File: config.mk
export PLATFORM = sky130hd
export DESIGN_NAME = m_countdown_timer
export DESIGN_NICKNAME = d
export VERILOG_FILES = /design/src/rtl/m_countdown_timer.sv
export SDC_FILE = /design/constraint.sdc
export NUM_CORES = 1
export LEC_CHECK = 0
export BUFFER_PORTS_ARGS = -buffer_cell sky130_fd_sc_hd__buf_4
export CAP_MARGIN = 15
export CORE_ASPECT_RATIO = 0.9
export CORE_MARGIN = 1.5
export CORE_UTILIZATION = 38
export CTS_CLUSTER_DIAMETER = 150
export DETAILED_ROUTE_END_ITERATION = 8
export PLACE_DENSITY = 0.71
export SYNTH_ARGS = -nofsm -noshare
export SYNTH_HDL_FRONTEND = slang
export SYNTH_SLANG_ARGS = --single-unit
export TNS_END_PERCENT = 5
File: constraint.sdc
create_clock -name ck -period 1.5 [get_ports ck]
set_input_delay 0.3 -clock ck [delete_from_list [all_inputs] [get_ports ck]]
set_output_delay 0.3 -clock ck [all_outputs]
set_load 0.02 [all_outputs]
File: src/rtl/m_countdown_timer.sv
// Loadable down-counter: counts a reload value to zero on enabled cycles and pulses tc at the terminal count.
// Latency: q, tc, busy and done all change one ck edge after the causing input.
// Backpressure: none; load, stop and start act on the edge where they are sampled, in that priority order.
module m_countdown_timer #(
  parameter int WIDTH = 4
) (
  input  logic             ck,
  input  logic             nres,
  input  logic             load,
  input  logic [WIDTH-1:0] din,
  input  logic             start,
  input  logic             stop,
  input  logic             en,
  input  logic             auto_reload,
  output logic [WIDTH-1:0] q,
  output logic             busy,
  output logic             tc,
  output logic             done
);

  typedef enum logic [1:0] {
    ST_IDLE = 2'd0,
    ST_RUN  = 2'd1,
    ST_DONE = 2'd2
  } state_t;

  localparam logic [WIDTH-1:0] CNT_ZERO = '0;
  localparam logic [WIDTH-1:0] CNT_ONE  = {{(WIDTH-1){1'b0}}, 1'b1};

  state_t           state_q, state_d;
  logic [WIDTH-1:0] cnt_q, cnt_d;
  logic [WIDTH-1:0] reload_q, reload_d;
  logic             tc_q, tc_d;

  // State and datapath registers; reset clears everything immediately.
  always_ff @(posedge ck or negedge nres) begin
    if (!nres) begin
      state_q  <= ST_IDLE;
      cnt_q    <= CNT_ZERO;
      reload_q <= CNT_ZERO;
      tc_q     <= 1'b0;
    end else begin
      state_q  <= state_d;
      cnt_q    <= cnt_d;
      reload_q <= reload_d;
      tc_q     <= tc_d;
    end
  end

  // Next state and count: load beats stop beats start beats counting.
  always_comb begin
    state_d  = state_q;
    cnt_d    = cnt_q;
    reload_d = reload_q;
    tc_d     = 1'b0;
    if (load) begin
      cnt_d    = din;
      reload_d = din;
      state_d  = ST_IDLE;
    end else begin
      unique case (state_q)
        ST_RUN: begin
          if (stop) begin
            // Pause: q is kept so a later start resumes from here.
            state_d = ST_IDLE;
          end else if (en) begin
            if (cnt_q > CNT_ONE) begin
              cnt_d = cnt_q - CNT_ONE;
            end else if (cnt_q == CNT_ONE) begin
              tc_d = 1'b1;
              // A zero reload value would re-arm straight into a stuck zero count,
              // so it falls back to one-shot behaviour.
              if (auto_reload && (reload_q != CNT_ZERO)) begin
                cnt_d = reload_q;
              end else begin
                cnt_d   = CNT_ZERO;
                state_d = ST_DONE;
              end
            end else begin
              // RUN with a zero count is not reachable; park in DONE rather than wrap.
              state_d = ST_DONE;
            end
          end
        end
        ST_IDLE, ST_DONE: begin
          if (start) begin
            if (cnt_q != CNT_ZERO) begin
              state_d = ST_RUN;
            end else begin
              // Nothing left to count: expire on the spot.
              state_d = ST_DONE;
              tc_d    = 1'b1;
            end
          end
        end
        default: begin
          state_d = ST_IDLE;
        end
      endcase
    end
  end

  // Outputs decoded purely from registers, so no input reaches them combinationally.
  always_comb begin
    q    = cnt_q;
    tc   = tc_q;
    busy = (state_q == ST_RUN);
    done = (state_q == ST_DONE);
  end

endmodule
==> results.md, run 1 <==
- Run status: finished, violations left
- Failing checks: setup timing
- Die W: 47.1 µm
- Commonest cells post-synth: dfrtp_1, a21oi_1, nand2_1
- Post-synth EDFFs: 0
- Hold Path Origin: din[2]
- CTS tree: yes
- Area grow syn2layout: 47.2%
- WL/cell: ~13 µm
- Num CTS Buffers: 3
- Post-route clock skew: a little over 3 ps
- Maximum VDD drop: ~480 µV
- Synth async-reset ratio: 100%
- Netlist cell types: 26
- Max_cap viols: 0
- Synth area leaders: dfrtp_1, a21oi_1, nand2_1
- Reg2reg setup slack: -60 ps
- Synthesized area: 666 µm²
- CTS H-Tree Depth: 1
- Longest Clk Path Bufs: 2
- Post-synth top area cell: dfrtp_1
- PwrDens: 868 mW/mm²
- CP top delay family: simple AND/OR/NAND/NOR gates
- # diodes: 0
- Hold Path Sink: q[2]
- Core Box Area: 0.00166 mm²
- RSZ-0062 raised after global routing: true
- FF-to-FF path depth: 5
- Gp weighted congestion: around 0.97
- Final Net Count: ~120
- Crit. End Element: register
- Crit-path max FO: 4
- DRT iter0 DRCs: 18
- First-pass GRT wire length: 2750 µm
- Seq/Total Area, Yosys: between 40% and 50%
- Initial antenna violation count: 0
- Synth warnings: 0
- CP required: approximately 1700 ps
- Dpl hpwl: 1240 µm
- Final instance area: approximately 980 µm²
- IO buf count: 17
- Setup ws final: -61.8 ps
- Slew Viols, Final: 0
- Vias: between 700 and 800
- DRC: 0
- Avg Cell Area, Syn: approximately 8.5 µm²
- Hold Path Depth: 3
- Share of post-route cells with drive strength above 1: about two fifths
- Critical R2R Capture: q[3]
- Tcrit/Tclk final: 104%
- Crit path cell chain: ha_4, or4_1, o21ai_1, a31oi_1, o21ai_1
- Setup violators final: 2
- Clk_lat worst skew: roughly 270 ps
- Relative max-transition margin: 76.9%
- Tot GR Track Use: a little under a fifth
- FMAX: about 640 MHz
- Worst path max stage delay: between 400 and 500 ps
- Vias/cell: about 5.3
- Die area: ~0.002 mm²
- Final hold viol count: 0
- Slowest CP cell: or4_1
- Initial Util: between 30% and 40%
- Tmin final: about 1600 ps
- DP Area: approximately 900 µm²
- Most used cell, CP: o21ai_1
- ANT nets after route: 0
- Largest net degree at the start of global routing: 16
- Worst slew pin tran: 343 ps
- Vias in the first global route: 636
- Gr ovfl total: 0
- Worst-path clk slew: about 70 ps
- Cell Rows: 14
- Cells after Synth: 78
- Inst Count DP: 125
- R2R Path Start: q[0]
- Ys flop type: dfrtp_1
- Final std cells w/o fill: 132
- Synth Net Count: a little over 90
- Most common cell in the synthesized netlist: dfrtp_1
- Sink Count: 11
- DRT Wirelength: about 1700 µm
- Critical Path Start Type: register
- Critical path class: register to register
- Worst Path Arrival: 1760 ps
- Leakage: 0.000438 µW
- Drt first pass iters: 4
- Yosys reg bits: 11
- Die Ht: 42.7 µm
- HP Class: input pin to register
- Hold_ws: between 200 and 250 ps
- I/O pin count: 18
- Root buf cell: clkbuf_4
- Synth top area share: between 40% and 50%
- Buf+Inv Stages, Crit Path: 0
-- layout by cell type, fill, tap and decap left out --
cell / count
a21oi_1: 8
nor2_1: 6
dfrtp_1: 9
o41ai_4: 1
inv_1: 5
inv_2: 3
or4_1: 1
o21ai_1: 2
ha_4: 2
o21ai_0: 5
nor2_2: 1
and4bb_2: 1
nor4_1: 2
clkbuf_1: 1
and2_4: 1
o21a_1: 2
nor2b_1: 4
dlygate4sd3_1: 1
clkbuf_4: 3
nor3_1: 2
nand2_1: 8
a311oi_2: 1
or2_4: 1
dfrtp_2: 2
o31ai_1: 3
o41a_1: 1
buf_4: 27
a31oi_1: 3
o2111ai_2: 1
a311oi_1: 1
-- logic make-up after synthesis --
group	share of synthesized area, %
adder cells (fa/ha/maj)	3.76
AND/OR/NAND/NOR	20.9
flip-flops	41.4
buffers and inverters	6.20
AO/OA/AOI/OAI	27.8
-- final cells by class --
class	count	area (µm²)
Inverter	8	30.0
Tap cell	24	30.0
Multi-Input combinational cell	57	403
Sequential cell	11	278
Timing Repair Buffer	28	213
Clock buffer	4	26.3
Fill cell	152	684
-- per-stage QoR --
step | TNS, ps | utilization (%) | setup WS (ps) | total power, µW
final | -68.3 | 58.9 | -61.8 | 850
after global routing | -363 | 58.9 | -124 | 900
after CTS | -61.3 | 58.5 | -48.7 | 845
after detailed placement | -157 | 54.1 | -69.8 | 620
after global placement | -123 | 54.1 | -66.9 | 615
after floorplan | -175 | - | -61.9 | 501
-- what timing repair did --
action,CTS,global route
pin swaps,7,1
resized for setup,4,2
endpoints found under the setup margin,3,7
hold buffers,1,0
endpoints found under the hold margin,11,0
setup buffers,2,0
-- worst max-delay path by stage --
stage / from / end / cells after the start
global route: q[0] / q[1] / 6
global placement: q[0] / q[1] / 5
floorplan: q[1] / q[0] / 6
detailed placement: q[0] / q[1] / 5
finish: q[0] / q[3] / 5
CTS: q[0] / q[3] / 5
-- sequential cells by signal (all words and copies together) (netlist names) --
| register | count |
|---|---|
| state_q | 2 |
| q | 4 |
| reload_q | 4 |
| tc | 1 |
-- worst min-delay path, cell delays in order --
cell and delay (ps):
buf_4 70, nand2_1 50, o31ai_1 50
-- per-layer routing --
metal	GRT usage [%]	vias to the layer above	wire, µm	part of all wire, %
met3	6.38	2	94	5.7
met1	24.3	334	774	47
met2	31.5	22	782	47
met4	3.33	0	8	0.48
li1	-	343	-	-
met5	0	-	0	0
-- report_power, final --
| part | internal, µW | total [µW] | switching [µW] | leakage, µW |
|---|---|---|---|---|
| logic | 143 | 292 | 150 | 0.000288 |
| clock network | 103 | 201 | 97.5 | 0.0000150 |
| registers | 324 | 357 | 33.9 | 0.000135 |
No activity file was read; power rests on OpenSTA's default activity.
==> run 2, diff against run 1 <==
RECOVER_POWER = 25   (was default)
==> run 2 against run 1 <==
Effect of this change:
- the flow still finishes with violations (setup timing)
- utilization down 0.23 points
- power shrank 0.15%
- flip-flop and latch count unchanged
- first-iteration DRC count did not move
- setup slack hardly changed
- clock skew stayed put
- die area is the same
- wire length is 0.12% lower
- count of clock-buffer cells in the layout unchanged
- global-route usage stayed put
- largest power group unchanged
==> results.md, run 2 (synthesized netlist as in run 1, its figures left out) <==
- I/O pin count: 18
- Critical path class: register to register
- Crit-path max FO: 4
- Gr ovfl total: 0
- Commonest non-fill, non-tap cell in the layout: buf_4
- Largest net degree at the start of global routing: 16
- WL/cell: approximately 13 µm
- Share of post-route cells with drive strength above 1: 39.8%
- Cell Rows: 14
- DRC: 0
- Crit. End Element: register
- Vias: 700
- CTS H-Tree Depth: 1
- PwrDens: 870 mW/mm²
- Worst-path clk slew: 70 ps
- CTS tree: yes
- ANT nets after route: 0
- Tcrit/Tclk final: 104%
- Tot GR Track Use: 19.2%
- Die Ht: between 40 and 50 µm
- R2R Path Start: q[0]
- Setup violators final: 2
- Die W: 47.1 µm
- HP Class: input pin to register
- Pwr Total: about 850 µW
- Leakage: 0.000435 µW
- Final hold viol count: 0
- Drt first pass iters: 4
- FF-to-FF path depth: 5
- Dpl hpwl: 1240 µm
- Final core utilization: slightly below 60%
- DRT iter0 DRCs: 18
- Setup slack at placement: -69.8 ps
- Hold Path Depth: 3
- CP required: 1700 ps
- Area grow syn2layout: 46.6%
- Critical Path Start: q[0]
- Num CTS Buffers: 3
- Initial Util: ~40%
- FMAX: 640 MHz
- Vias/cell: 5.30
- Die area: about 0.0020 mm²
- RSZ-0062 raised after global routing: true
- IO buf count: 17
- Initial antenna violation count: 0
- Most frequent cells in the layout: buf_4, dfrtp_1, nand2_1, a21oi_1, nor2_1
- Vias in the first global route: between 600 and 700
- Run status: finished, violations left
- Critical R2R Capture: q[3]
- Core Box Area: approximately 0.0017 mm²
- Final Net Count: between 100 and 150
- Post-route clock skew: a little over 3 ps
- Relative max-transition margin: roughly three fifths
- Maximum VDD drop: roughly 480 µV
- Number of fill cells: ~150
- Max_cap viols: 0
- Hold Path Sink: q[2]
- # diodes: 0
- Reg2reg setup slack: -60 ps
- Worst Path Arrival: approximately 1800 ps
- Worst slew pin tran: between 500 and 600 ps
- DRT Wirelength: 1660 µm
- Sink Count: 11
- Clk_lat worst skew: between 200 and 300 ps
- Gp weighted congestion: 0.967
- Slew Viols, Final: 0
- Tmin final: about 1600 ps
- Hold Path Origin: din[2]
- Root buf cell: clkbuf_4
- Setup ws final: -61.8 ps
- Failing checks: setup timing
- Longest Clk Path Bufs: 2
- Critical Path Start Type: register
- First-pass GRT wire length: around 2800 µm
## run 2: changes by cell type in the layout (fill, tap and decap cells not counted), sizes merged
cell    before  now
clkbuf       4    5
buf         27   26
## run 2: metal layers
layer | wire (µm) | global-route usage (%) | up-vias
met4 | 8 | 3.33 | 0
met2 | 780 | 31.5 | 22
met3 | 94 | 6.38 | 2
met5 | 0 | 0 | -
met1 | 774 | 24.3 | 332
li1 | - | - | 344
## run 2: timing repair
item	4_1_cts	5_1_grt
setup endpoints to repair	3	7
hold endpoints to repair	11	0
hold buffers	1	0
gates resized for setup	4	2
pin swaps	7	1
setup buffers	2	0
## run 2: how the worst max path moves through the flow
stage	end	slack, ps
floorplan	q[0]	-60
global placement	q[1]	-70
detailed placement	q[1]	-70
CTS	q[3]	-50
global route	q[1]	-120
finish	q[3]	-60
## run 2: area by class of cell
class	instances	area (µm²)	share of cell area [%]
multi-input combinational	57	403	41.3
sequential	11	278	28.5
timing repair buffer	28	209	21.4
inverter	8	30.0	3.08
tap	24	30.0	3.08
clock buffer	4	26.3	2.69
## run 2: worst max-delay path, cell delays in order (launching register included)
cell and delay (ps):
dfrtp_2 440, ha_4 180, or4_1 490, o21ai_1 120, a31oi_1 130, o21ai_1 140
## run 2: where the power goes
group          leakage (µW)  internal, µW  switching (µW)  total [µW]
logic              0.000284           141             150         291
registers          0.000135           323            33.9         357
clock network     0.0000150           103            97.5         201
## run 2: through the flow
| stage | hold WS (ps) | TNS, ps | cells | area (µm²) |
|---|---|---|---|---|
| after floorplan | 4.41 | -175 | 78 | 693 |
| after global placement | 141 | -123 | 125 | 900 |
| after detailed placement | 142 | -157 | 125 | 900 |
| after CTS | 250 | -61.3 | 132 | 973 |
| after global routing | 259 | -363 | 132 | 976 |
| final | 244 | -68.3 | 132 | 976 |
